`src/rtl/mem_arbiter.sv`:
```
// Arbitrates the shared pipelined memory between I-cache fills and D-cache fills/stores; optional MEM_ARB_ROUND_ROBIN_EN selects alternating tie-break.
// Latency: 1 cycle arbitration in IDLE, then fill issues back-to-back; done coincides with the last returned word.
// Backpressure: requesters hold req until done; a grant is never preempted, losers simply wait in IDLE.
module mem_arbiter #(
    parameter int ADDR_W      = 16,
    parameter int DATA_W      = 16,
    parameter int BLOCK_WORDS = 8
) (
    input  logic              clk,
    input  logic              rst,
    input  logic              i_req,
    input  logic [ADDR_W-1:0] i_addr,
    output logic              i_gnt,
    output logic              i_data_valid,
    output logic              i_done,
    input  logic              d_req,
    input  logic              d_wr,
    input  logic [ADDR_W-1:0] d_addr,
    input  logic [DATA_W-1:0] d_wdata,
    output logic              d_gnt,
    output logic              d_data_valid,
    output logic              d_done,
    output logic [DATA_W-1:0] rdata,
    output logic              mem_en,
    output logic              mem_wr,
    output logic [ADDR_W-1:0] mem_addr,
    output logic [DATA_W-1:0] mem_wdata,
    input  logic [DATA_W-1:0] mem_rdata,
    input  logic              mem_data_valid
);

    localparam int OFF_W = $clog2(BLOCK_WORDS) + 1;
    localparam int CNT_W = $clog2(BLOCK_WORDS) + 1;
    localparam logic [CNT_W-1:0] FULL_CNT = CNT_W'(BLOCK_WORDS);
    localparam logic [CNT_W-1:0] LAST_RET = CNT_W'(BLOCK_WORDS - 1);

    typedef enum logic [1:0] {IDLE, I_FILL, D_FILL, D_WRITE} state_t;

    state_t            state_q;
    logic [CNT_W-1:0]  issue_q;
    logic [CNT_W-1:0]  ret_q;
    logic [ADDR_W-1:0] addr_q;
    logic [DATA_W-1:0] wdata_q;

    logic in_fill, issuing, fill_ret, last_ret, take_d;

    function automatic logic [ADDR_W-1:0] blk_base(input logic [ADDR_W-1:0] a);
        return {a[ADDR_W-1:OFF_W], {OFF_W{1'b0}}};
    endfunction

`ifdef MEM_ARB_ROUND_ROBIN_EN
    logic last_d_q;  // 1 = D won the most recent grant
    assign take_d = d_req && (!i_req || !last_d_q);
`else
    assign take_d = d_req;
`endif

    assign in_fill  = (state_q == I_FILL) || (state_q == D_FILL);
    assign issuing  = in_fill && (issue_q != FULL_CNT);
    assign fill_ret = in_fill && mem_data_valid && !rst;
    assign last_ret = fill_ret && (ret_q == LAST_RET);

    always_ff @(posedge clk) begin
        if (rst) begin
            state_q <= IDLE;
            issue_q <= '0;
            ret_q   <= '0;
            addr_q  <= '0;
            wdata_q <= '0;
`ifdef MEM_ARB_ROUND_ROBIN_EN
            last_d_q <= 1'b0;
`endif
        end else begin
            case (state_q)
                IDLE: begin
                    issue_q <= '0;
                    ret_q   <= '0;
                    if (take_d) begin
                        addr_q  <= d_wr ? d_addr : blk_base(d_addr);
                        wdata_q <= d_wdata;
                        state_q <= d_wr ? D_WRITE : D_FILL;
`ifdef MEM_ARB_ROUND_ROBIN_EN
                        last_d_q <= 1'b1;
`endif
                    end else if (i_req) begin
                        addr_q  <= blk_base(i_addr);
                        state_q <= I_FILL;
`ifdef MEM_ARB_ROUND_ROBIN_EN
                        last_d_q <= 1'b0;
`endif
                    end
                end
                I_FILL, D_FILL: begin
                    if (issuing)  issue_q <= issue_q + 1'b1;
                    if (fill_ret) ret_q   <= ret_q + 1'b1;
                    if (last_ret) state_q <= IDLE;
                end
                D_WRITE: state_q <= IDLE;
                default: state_q <= IDLE;
            endcase
        end
    end

    assign i_gnt        = (state_q == I_FILL);
    assign d_gnt        = (state_q == D_FILL) || (state_q == D_WRITE);
    assign i_data_valid = fill_ret && (state_q == I_FILL);
    assign d_data_valid = fill_ret && (state_q == D_FILL);
    assign i_done       = last_ret && (state_q == I_FILL);
    assign d_done       = (last_ret && (state_q == D_FILL)) || (state_q == D_WRITE);
    assign rdata        = mem_rdata;

    // Word offset is spliced in below the block base so it can never carry upward.
    assign mem_en    = issuing || (state_q == D_WRITE);
    assign mem_wr    = (state_q == D_WRITE);
    assign mem_addr  = issuing ? {addr_q[ADDR_W-1:OFF_W], issue_q[CNT_W-2:0], 1'b0}
                     : (state_q == D_WRITE) ? addr_q : '0;
    assign mem_wdata = (state_q == D_WRITE) ? wdata_q : '0;

endmodule

```
`config.mk`:
```
export PLATFORM = sky130hd
export DESIGN_NAME = mem_arbiter
export DESIGN_NICKNAME = d
export VERILOG_FILES = /design/src/rtl/mem_arbiter.sv
export SDC_FILE = /design/constraint.sdc
export NUM_CORES = 1
export LEC_CHECK = 0
export ABC_AREA = 1
export CORE_MARGIN = 2
export CORE_UTILIZATION = 43
export CTS_CLUSTER_DIAMETER = 40
export DETAILED_ROUTE_END_ITERATION = 10
export PLACE_DENSITY_LB_ADDON = 0.12
export SYNTH_ARGS = -nofsm -noshare
export SYNTH_HDL_FRONTEND = slang
export SYNTH_SLANG_ARGS = --single-unit
```
`constraint.sdc`:
```
create_clock -name clk -period 4.7 [get_ports clk]
set_input_delay 0.94 -clock clk [delete_from_list [all_inputs] [get_ports clk]]
set_output_delay 0.94 -clock clk [all_outputs]
set_load 0.02 [all_outputs]
```
==> results of run 1 <==
-- placed cells by master, fill, tap and decap left out, types with 2 or more instances in the layout --
| master | count |
|---|---|
| clkdlybuf4s50_1 | 89 |
| nand2_1 | 77 |
| a21oi_2 | 8 |
| a21oi_1 | 16 |
| inv_2 | 6 |
| o21ai_0 | 11 |
| bufinv_16 | 2 |
| nor2_1 | 47 |
| nor2_2 | 11 |
| inv_1 | 41 |
| clkbuf_8 | 5 |
| ha_1 | 8 |
| o21ai_1 | 18 |
| dfxtp_1 | 42 |
| nand2_2 | 10 |
| o21ai_2 | 4 |
| nand3_1 | 14 |
-- area by class of cell --
class / instances / share of cell area (%)
Multi-Input combinational cell: 230 / 35.2
Timing Repair Buffer: 90 / 27.0
Clock inverter: 3 / 2.07
Clock buffer: 5 / 2.07
Tap cell: 72 / 2.71
Inverter: 48 / 5.57
Sequential cell: 42 / 25.3
-- registers in the layout (all words and copies together) (netlist names) --
| signal | flops |
|---|---|
| ret_q | 4 |
| wdata_q | 16 |
| state_q | 2 |
| issue_q | 4 |
| addr_q | 16 |
-- final timing paths --
path / slack (ps) / endpoint / from
max: 980 / d_done / rst
min reg2reg: 470 / addr_q[15] / addr_q[15]
max reg2reg: 2960 / addr_q[3] / state_q[0]
min: 470 / addr_q[15] / addr_q[15]
-- through the flow --
step	hold slack, ps	setup slack, ps	power (uW)
6_report	466	983	1570
2_1_floorplan	429	1980	1050
3_3_place_gp	443	991	1230
4_1_cts	468	981	1590
5_1_grt	483	892	1680
3_5_place_dp	456	965	1240
-- kinds of logic (layout without fill, tap and decap cells) --
kind of cell,Yosys count,count (layout)
and+or+nand+nor,163,163
AOI/OAI and AO/OA,59,59
DFF,42,42
buffers and inverters,78,146
adders and majority gates,8,8
-- critical path, cell delays in order --
cell and delay [ps]:
clkdlybuf4s50_1 680, nor2_2 280, nand2_2 100, o21ai_0 140
clkdlybuf4s50_1 630
-- metal layers --
metal  up-vias  wire length [um]
met1      1005              2560
met3        20               377
met5         -                 0
li1       1197                 -
met4         0               127
met2        56              2500
-- report_power, final --
group / internal [uW] / switching (uW)
logic: 281 / 452
clock network: 213 / 131
registers: 449 / 44.6
total: 943 / 628
==> impl_metrics.py, run 1 <==
metrics = {
    "global_route": {
        "grt_max_degree": 32,
        "grt_overflow": 0,
        "grt_pass1_vias": 2106,
        "track_usage_pct": 18.4,
        "antenna_found_initial": 0,
        "grt_use_met3_pct": 4.32,
        "met1_usage_pct": 23.2,
        "use_met2_pct": 30.4,
        "grt_pass1_wl_mm": 9.25,
        "top_usage_layer": "met2",
    },
    "placed_design": {
        "place_congestion": 0.816,
        "dp_hpwl_mm": 3.99,
        "numPortBuffers": 89,
        "dpl_cell_area_um2": 3180,
        "post-place-cells": 482,
    },
    "clock_tree": {
        "cts.path.max_buffers": 2,
        "cts_sinks": 42,
        "htreeDepth": 2,
        "cts_inserted_buffers": 5,
        "clkSlewWorstSetupHoldPaths_ps": 80,
        "ctsHoldBuffers": 0,
        "cts-resized-gates": 0,
        "clk_latency_ps": 300,
        "cts_tree": "built",
        "cts-root-buf": "clkbuf_8",
        "post_cts_buffers": 0,
    },
    "logic_synthesis": {
        "ys_seq_area_share_pct": 34.8,
        "yosysMostFrequentCell": "nand2_1",
        "yosys-top-cells-count": "nand2_1, nor2_1, dfxtp_1",
        "synth.area.top_cells": "dfxtp_1, nand2_1, nor2_1",
        "synthAdderAreaFrac_pct": 4.14,
        "synthSimpleGateAreaFrac_pct": 29.6,
        "ys_types": 25,
        "avgSynthCellArea_um2": 6.91,
        "synth_compound_area_share_pct": 14.6,
        "ys_warn_count": 0,
        "syn_area_um2": 2420,
        "synth_cells": 350,
        "synthFlopType": "dfxtp_1",
        "ys_seq_elements": 42,
        "synth_mux_area_share_pct": 0,
        "async_flop_share_pct": 0,
        "synth-xor-area-share_pct": 0,
        "synth_top_area_share_pct": 34.8,
        "syn_nets": 428,
        "yosysTopAreaCell": "dfxtp_1",
        "synth_top_family_by_area": "simple AND/OR/NAND/NOR gates",
        "synth_edf_count": 0,
    },
    "sta": {
        "hold_viol_final": 0,
        "tightest_slew_ps": 1050,
        "maxSlewHeadroom_pct": 30.0,
        "setup_viol": 0,
        "fmax_mhz": 269,
        "fin_crit_sh_pct": 79.1,
        "fin_crit_ps": 3720,
        "maxSlewViolCount": 0,
        "skew_ps": 4.49,
        "finalSetupTns_ps": 0,
        "rsz0062_at_grt": "false",
    },
    "final_layout": {
        "antenna_cells": 0,
        "nets": 495,
        "utilization_pct": 60.7,
        "fillers": 538,
        "stdcell_count": 490,
        "final_area_um2": 3320,
        "seq_area_um2": 841,
        "synthToLayoutAreaGrowth_pct": 37.4,
        "multiInputGateArea_um2": 1170,
        "drive_gt1_share_pct": 12.7,
    },
    "floorplanning": {
        "io_pins": 126,
        "rows": 27,
        "die-area_um2": 6240,
        "start_util_pct": 44.2,
        "core_area_um2": 5470,
        "die_h_um": 79.0,
        "dieWidth_um": 79.0,
    },
    "route": {
        "drt_iter0_markers": 58,
        "drc": 0,
        "routed_wl_mm": 5.56,
        "wl_per_cell_um": 11.3,
        "dr.pass1.iters": 4,
        "final_antenna_net_count": 0,
        "num_vias": 2278,
        "avgViaCountPerCell": 4.65,
    },
    "worst_setup_path": {
        "crit_type": "primary input to output pin",
        "crit_fanout": 10,
        "critPathRequiredTime_ps": 3760,
        "r2r_cells": 6,
        "arrival_ps": 2780,
        "crit_path_end_kind": "output pin",
        "start_kind": "primary input",
    },
    "outcome": {
        "outcome": "finished clean",
    },
    "min_path": {
        "worstHoldPathCells": 2,
        "holdCritPathClass": "flop to flop",
    },
    "pwr": {
        "cellPowerDensity_nw_per_um2": 473,
        "power_leakage_uw": 0.00146,
        "ir_drop_uv": 229,
    },
    "job": {
        "cap_violations": 0,
    },
}
Note: power is estimated with default switching activity, not from simulation.
==> run 2: changes to the inputs <==
--- a/config.mk
+++ b/config.mk
@@ -7,7 +7,7 @@
 export LEC_CHECK = 0
 export ABC_AREA = 1
 export CORE_MARGIN = 2
-export CORE_UTILIZATION = 43
+export CORE_UTILIZATION = 40
 export CTS_CLUSTER_DIAMETER = 40
 export DETAILED_ROUTE_END_ITERATION = 10
 export PLACE_DENSITY_LB_ADDON = 0.12
==> constraint.sdc (replaced) <==
create_clock -name clk -period 3.6 [get_ports clk]
set_input_delay 0.72 -clock clk [delete_from_list [all_inputs] [get_ports clk]]
set_output_delay 0.72 -clock clk [all_outputs]
set_load 0.02 [all_outputs]
==> impl_metrics.py, run 2 (synthesis results as in run 1) <==
metrics = {
    "route": {
        "dr.pass1.iters": 5,
        "num_vias": 2289,
        "final_antenna_net_count": 0,
        "routed_wl_mm": 5.65,
        "wl_per_cell_um": 11.4,
        "drt_iter0_markers": 123,
        "drc": 0,
        "avgViaCountPerCell": 4.61,
    },
    "worst_setup_path": {
        "crit_fanout": 5,
        "cp_cell_sequence": "inv_1, ha_1, nand2_1, nor2_2, nand2_2, o21ai_0, clkdlybuf4s50_1",
        "crit_buf_inv": 2,
        "reg2reg_from": "state_q[0]",
        "cp_top_family": "buffers and inverters",
        "max_stage_delay_ps": 620,
        "cp-startpoint": "state_q[1]",
        "critical_path.slowest_cell": "clkdlybuf4s50_1",
        "critPathRequiredTime_ps": 2880,
        "start_kind": "flop",
        "arrival_ps": 2330,
        "crit_type": "flop to output pin",
        "crit_path_end_kind": "output pin",
    },
    "outcome": {
        "outcome": "finished clean",
    },
    "final_layout": {
        "utilization_pct": 56.4,
        "antenna_cells": 0,
        "layout_common_cells": "clkdlybuf4s50_1, nand2_1, nor2_1",
        "drive_gt1_share_pct": 13.1,
        "final_area_um2": 3320,
        "final_common_cell": "clkdlybuf4s50_1",
        "stdcell_count": 496,
        "fillers": 575,
        "synthToLayoutAreaGrowth_pct": 37.4,
        "reg_top3": "addr_q (16), wdata_q (16)",
        "multiInputGateArea_um2": 1170,
        "seq_area_um2": 841,
        "nets": 498,
    },
    "sta": {
        "setup_viol": 0,
        "fin_crit_sh_pct": 84.7,
        "skew_ps": 6.54,
        "maxSlewViolCount": 0,
        "fmax_mhz": 328,
        "tightest_slew_ps": 859,
        "rsz0062_at_grt": "false",
        "maxSlewHeadroom_pct": 42.5,
        "hold_viol_final": 0,
        "finalSetupTns_ps": 0,
        "fin_crit_ps": 3050,
    },
    "placed_design": {
        "dpl_cell_area_um2": 3210,
        "dp_hpwl_mm": 4.08,
        "place_congestion": 0.799,
        "numPortBuffers": 89,
        "post-place-cells": 488,
    },
    "floorplanning": {
        "core_area_um2": 5890,
        "die_h_um": 81.7,
        "dieWidth_um": 81.7,
        "io_pins": 126,
        "start_util_pct": 41.1,
        "die-area_um2": 6680,
        "rows": 28,
    },
    "global_route": {
        "grt_overflow": 0,
        "antenna_found_initial": 0,
        "grt_pass1_wl_mm": 9.43,
        "grt_pass1_vias": 2154,
        "track_usage_pct": 18.2,
        "grt_max_degree": 32,
    },
    "clock_tree": {
        "ctsHoldBuffers": 0,
        "cts-root-buf": "clkbuf_8",
        "cts_tree": "built",
        "cts.path.max_buffers": 2,
        "cts_sinks": 42,
        "clkSlewWorstSetupHoldPaths_ps": 80,
        "post_cts_buffers": 0,
        "htreeDepth": 2,
        "clk_latency_ps": 300,
        "cts-resized-gates": 0,
        "cts_inserted_buffers": 5,
    },
    "pwr": {
        "cellPowerDensity_nw_per_um2": 598,
        "ir_drop_uv": 350,
        "power_leakage_uw": 0.00145,
    },
    "min_path": {
        "holdCritPathClass": "flop to flop",
        "hp-start": "addr_q[5]",
    },
    "job": {
        "cap_violations": 0,
    },
}
[run 2: cell count changes in the layout (fill, tap and decap cells not counted), sizes merged]
cell / change
bufinv: -1
buf: +3
clkinvlp: +1
clkbuf: +1
clkinv: -1
[run 2: area by class of cell]
type	instances	area share, %
multi-input combinational	230	35.2
timing repair buffer	93	27.7
sequential	42	25.3
inverter	48	5.58
tap	75	2.83
clock buffer	6	2.19
clock inverter	2	1.13
[run 2: where the power goes]
part / switching [uW] / internal, uW
combinational: 596 / 370
clock: 169 / 207
sequential: 56.3 / 586
total: 822 / 1160
[run 2: path summary, 6_finish.rpt]
check	end	cells past startpoint	slack, ps
max	d_done	7	550
min	addr_q[5]	2	460
max reg2reg	addr_q[2]	6	1950
min reg2reg	addr_q[5]	2	460
[run 2: metrics by stage]
| step | setup slack (ps) | power, uW | hold slack (ps) |
|---|---|---|---|
| after floorplan | 1290 | 1370 | 429 |
| after global placement | 584 | 1620 | 444 |
| after detailed placement | 578 | 1630 | 448 |
| after CTS | 534 | 2010 | 460 |
| after global routing | 338 | 2140 | 476 |
| final | 552 | 1990 | 457 |
[run 2: routing by layer]
layer  GRT usage [%]  up-vias  wire length [um]
li1                -     1197                 -
met1            21.3     1002              2540
met2            31.1       84              2590
met3            5.93        6               443
met4            6.33        0                75
met5               0        -                 0
[run 2: tightest hold or removal path: stages, from the launching register on]
cell and delay (ps):
dfxtp_1 300, inv_1 60, a21oi_1 50
==> RTL edit 1 (settings of run 1) <==
Build with the macro `MEM_ARB_ROUND_ROBIN_EN` defined.
--- a/src/rtl/mem_arbiter.sv
+++ b/src/rtl/mem_arbiter.sv
@@ -3,2 +3,4 @@
 // Backpressure: requesters hold req until done; a grant is never preempted, losers simply wait in IDLE.
+`define MEM_ARB_ROUND_ROBIN_EN
+
 module mem_arbiter #(
Behaviour: not the same (Yosys sat finds a counterexample within 4 cycles, from zero or initial values and one cycle with rst high).
==> RTL edit 1 against run 1 <==
Synthesized cell count up 2.9%; via count increased by 2.3%; worst hold slack got worse by 2.0 ps; total power fell by 4.6%; setup slack better by 58 ps; cell count rose by 1.6%; largest cell class unchanged; clock power shrank 13%; count of clock-buffer cells in the layout grew 1; cell area down 0.75%; maximum frequency increased by 1.6%; critical path depth did not move; routed wire length up 2.0%; sequential cell count up 1; area after synthesis down 0.21%.
==> RTL edit 1: results (changes against run 1) <==
Result of the run = complete, no violations
Origin of the worst min-delay path = wdata_q[13]$_SDFFE_PP0P_
Number of distinct library cell variants in the gate-level netlist after synthesis = 22 (-12%)
Pin count of the biggest net entering global routing = 32 (unchanged)
Post-Synthesis Mean Instance Area = 6.70 um2 (-3.0%)
Compound-gate portion of the synthesized area = 0.148 (+0.00134)
Largest registers in the final layout = addr_q (16), wdata_q (16)
GPL Wtd Cong = 0.799 (-2.2%)
Area share of xor/xnor cells in the synthesized design = 0 (unchanged)
Clock-pin slew on the worst setup and hold paths = 80 ps (about the same)
Critical path origin = rst
Number of global-route vias before repair = 2,154 (+2.3%)
Slew at the pin closest to its max-slew limit = 903 ps (-147 ps)
Cell types occupying the most area after synthesis = sky130_fd_sc_hd__dfxtp_1 36%, sky130_fd_sc_hd__nand2_1 15%, sky130_fd_sc_hd__inv_1 7.2%, sky130_fd_sc_hd__a21oi_1 6.4%, sky130_fd_sc_hd__nor2_1 6.2%
Leading cell types by count after synthesis = 94 x sky130_fd_sc_hd__nand2_1, 46 x sky130_fd_sc_hd__inv_1, 43 x sky130_fd_sc_hd__dfxtp_1
Synthesis warning total = 0 (unchanged)
Adder and majority gate portion of the synthesized area = 0.0415 (+0.0000859)
Slack of the critical path = 1040 ps (+58.5 ps)
Endpoint of the lowest-slack register-to-register path = addr_q[5]$_SDFFE_PP0P_
Setup Fix Bufs, Post-CTS = 0 (unchanged)
Share of the yosys chip area belonging to registers = 0.357 (+0.00902)
Net Count, Synth = 438 (+2.3%)
Via/cell ratio = 4.68 (+0.68%)
Wire length of the first global-routing pass = 9180 um (-0.75%)
Internal Power = 0.000893 W (-5.3%)
Layout cells sized above 1 = 0.0634 (-0.0634)
Total of cells resized after clock tree synthesis = 0 (unchanged)
Final Routed Wirelength = 5680 um (+2.0%)
Type of the tightest min-delay check = flop to flop
Per-cell routed wire length = 11.4 um (+0.41%)
Reg-to-reg slack, setup = 2530 ps (-430 ps)
Number of cells in the design after placement = 490 (+1.7%)
GRT Util Overall = 0.182 (-0.00253)
Origin of the critical flop-to-flop path = state_q[1]$_SDFFE_PP0P_
Worst voltage drop across the vdd grid = 0.311 mV (+36%)
Filler Cells Inserted = 549 (+2.0%)
Endpoint, Worst Hold = wdata_q[13]$_SDFFE_PP0P_
Final net count = 503 (+1.6%)
Highest cell delay on the worst timing path = 610 ps (-70 ps)
Number of design-rule violations left by the first detailed-router iteration = 71 (+22%)
Peak fanout along the critical path = 17 (+7)
Leakage dissipation = 1.42 nW (-2.7%)
Sum of net half-perimeters after detailed placement = 3960 um (-0.65%)
Worst-case reg-to-reg path depth = 7 (+1)
Data arrival time of the critical path = 2720 ps (-60 ps)
Count of cells along the worst hold path = 2 (unchanged)
Worst hold margin = 464 ps (-2.03 ps)
Clock skew after layout = 14.7 ps (+10.2 ps)
Fraction of synthesis flops using an asynchronous set or reset pin = 0 (unchanged)
Clk Latency, worst-skew pair = 290 ps
Critical path endpoint = i_data_valid
Maximum level of the CTS H-tree = 2 (unchanged)
-- RTL edit 1: cell count changes in the layout (fill, tap and decap cells not counted), moves of 4 or more --
cell	run 1	this run
sky130_fd_sc_hd__nand3_1	14	29
sky130_fd_sc_hd__o21ai_0	11	17
sky130_fd_sc_hd__nor2_1	47	40
sky130_fd_sc_hd__nand2_2	10	1
sky130_fd_sc_hd__inv_1	41	46
sky130_fd_sc_hd__o21ai_2	4	0
sky130_fd_sc_hd__inv_2	6	1
sky130_fd_sc_hd__o21ai_1	18	1
sky130_fd_sc_hd__nand2_1	77	94
sky130_fd_sc_hd__nor2_2	11	1
sky130_fd_sc_hd__a21oi_1	16	31
-- RTL edit 1: cell type report --
class	instances	share of cell area
clock buffer	6	0.0250
clock inverter	2	0.0106
inverter	48	0.0554
multi-input combinational	236	0.346
sequential	43	0.261
tap	72	0.0273
timing repair buffer	91	0.275
-- RTL edit 1: power by group through the flow --
stage          logic [W]  clock network, W  registers (W)
6_report        0.000705          0.000299       0.000494
5_1_grt         0.000790          0.000323       0.000505
4_1_cts         0.000710          0.000312       0.000494
3_5_place_dp    0.000705                 0       0.000501
3_3_place_gp    0.000706                 0       0.000498
2_1_floorplan   0.000518                 0       0.000491
-- RTL edit 1: metal layers --
layer  up-vias  global-route usage  part of all wire
met5         -                   0                 0
met4         0              0.0586            0.0062
met3         8              0.0466             0.072
met2        64               0.308              0.45
met1      1034               0.226              0.47
li1       1225                   -                 -
-- RTL edit 1: stage by stage --
stage	util	area (um2)
after floorplan	-	2410
after global placement	0.581	3180
after detailed placement	0.581	3180
after CTS	0.602	3300
after global routing	0.602	3300
final	0.602	3300
-- RTL edit 1: critical path, delay by kind of cell --
kind                   cells  cell delay [ps]
buffers and inverters      3             1410
and+or+nand+nor            2              370
==> RTL edit 2 (config.mk and constraints of run 1) <==
Without the edit above. Re-encode `state_t` (4 states) as one-hot, 4 bits wide.
--- a/src/rtl/mem_arbiter.sv
+++ b/src/rtl/mem_arbiter.sv
@@ -36,3 +36,3 @@
 
-    typedef enum logic [1:0] {IDLE, I_FILL, D_FILL, D_WRITE} state_t;
+    typedef enum logic [3:0] {IDLE = 4'b0001, I_FILL = 4'b0010, D_FILL = 4'b0100, D_WRITE = 4'b1000} state_t;
 
Behaviour: same outputs for any inputs over 10 cycles, from zero or initial values and one cycle with rst high; not proved beyond that.
==> RTL edit 2 against run 1 <==
Sequential share of layout area up 1.4 points; area after synthesis up 2.0%; global-route usage up 0.35 points; cell area down 0.57%; setup slack better by 81 ps; routed wire length up 7.8%; maximum frequency up 2.2%; highest routed layer unchanged; utilization down 0.71 points; critical path depth unchanged; sequential cell count up 2; clock skew up 1.7 ps; cell count up 1.0%.
Power is not compared: it rests on default switching activity, and its combinational part moved more than twofold at a synthesized area within 25%.
==> RTL edit 2: results (changes against run 1) <==
Result of the run = complete, no violations
Proportion of cell area occupied by registers = 0.267 (+0.0136)
Highest cell delay on the worst timing path = 630 ps (-50 ps)
Met2 wire length = 2680 um (+7.1%)
Power in combinational cells = 0.000211 W
Data arrival time of the critical path = 2700 ps (-80 ps)
Post-route met1 wirelength = 2740 um (+7.0%)
Leading cell types by count after synthesis = 74 x sky130_fd_sc_hd__nand2_1, 49 x sky130_fd_sc_hd__a21oi_1, 44 x sky130_fd_sc_hd__dfxtp_1
Reg-to-reg slack, setup = 3030 ps (+70 ps)
Clock skew after layout = 6.19 ps (+1.70 ps)
Count of placed standard cells in the final layout, fillers left out = 495 (+1.0%)
Worst hold margin = 455 ps (-10.8 ps)
Net Count, Synth = 434 (+1.4%)
DR WL met3 = 502 um (+33%)
Per-cell routed wire length = 12.1 um (+6.7%)
Number of instances in the synthesized netlist = 361 (+3.1%)
Cell types occupying the most area after synthesis = sky130_fd_sc_hd__dfxtp_1 36%, sky130_fd_sc_hd__nand2_1 11%, sky130_fd_sc_hd__a21oi_1 9.9%, sky130_fd_sc_hd__inv_1 6.5%, sky130_fd_sc_hd__o21ai_0 5.9%
Post-route cell area = 0.00330 mm2 (-0.57%)
Slowest stage cell on the critical path = sky130_fd_sc_hd__clkdlybuf4s50_1
Fraction of area in clock buffers and inverters = 0.0280 (-0.0134)
Clock Buffer Count = 6 (+1)
Origin of the worst min-delay path = addr_q[15]$_SDFFE_PP0P_
Via/cell ratio = 4.81 (+3.6%)
Layout cells sized above 1 = 0.0733 (-0.0535)
Met3 Track Usage GR = 0.0622 (+0.0190)
Wire length of the first global-routing pass = 9490 um (+2.7%)
Setup slack at placement = 1060 ps (+94.0 ps)
Fin crit period = 3640 ps (-80.5 ps)
Clock Tree Buf Depth = 2 (unchanged)
GRT Util Overall = 0.188 (+0.00354)
Area share of buffers outside the clock network = 0.272 (+0.00154)
Pins over their slew limit = 0 (unchanged)
Count of state elements after synthesis = 44 (+4.8%)
Number of design-rule violations left by the first detailed-router iteration = 99 (+71%)
Number of inverters outside the clock class in the layout = 46 (-4.2%)
Critical path origin = rst
Footprint of the multi-input gates = 0.00117 mm2 (-0.11%)
Number of distinct library cell variants in the gate-level netlist after synthesis = 30 (+20%)
Endpoint of the lowest-slack register-to-register path = addr_q[1]$_SDFFE_PP0P_
Met2 GRT Util = 0.303 (-0.00172)
Placed Area = 0.00321 mm2 (+0.83%)
Number of global-route vias before repair = 2,102 (-0.19%)
Count of multi-input combinational gates = 235 (+2.2%)
GPL Wtd Cong = 0.780 (-4.5%)
Total inserted antenna cells = 0 (unchanged)
Worst voltage drop across the vdd grid = 0.140 mV
Pin count of the biggest net entering global routing = 34 (+6.3%)
Sum of net half-perimeters after detailed placement = 4200 um (+5.3%)
Number of cells in the design after placement = 487 (+1.0%)
Share of the yosys chip area belonging to registers = 0.357 (+0.00935)
Max-slew headroom = 0.327 (+0.0267)
Origin of the critical flop-to-flop path = state_q[2]$_SDFFE_PP0P_
Filler Cells Inserted = 550 (+2.2%)
Peak fanout along the critical path = 4 (-6)
Grt met1 use = 0.240 (+0.00794)
RTL edit 2: changes by cell type in the layout (fill, tap and decap cells not counted), moves of 3 or more:
cell and delta:
sky130_fd_sc_hd__a21oi_1 +33, sky130_fd_sc_hd__o21ai_0 +18, sky130_fd_sc_hd__o21ai_1 -18, sky130_fd_sc_hd__nor2_1 -12, sky130_fd_sc_hd__nor2_2 -10, sky130_fd_sc_hd__a21oi_2 -5, sky130_fd_sc_hd__ha_1 -5, sky130_fd_sc_hd__nand2_2 -4
sky130_fd_sc_hd__inv_2 -3, sky130_fd_sc_hd__nand2_1 -3, sky130_fd_sc_hd__nand2_4 +3, sky130_fd_sc_hd__o21ai_2 -3
RTL edit 2: kinds of logic after synthesis:
family | synth area share
and+or+nand+nor | 0.273
AOI/OAI and AO/OA | 0.182
buffers and inverters | 0.169
DFF | 0.357
adders and majority gates | 0.0152
xor gates and xnor gates | 0.00355
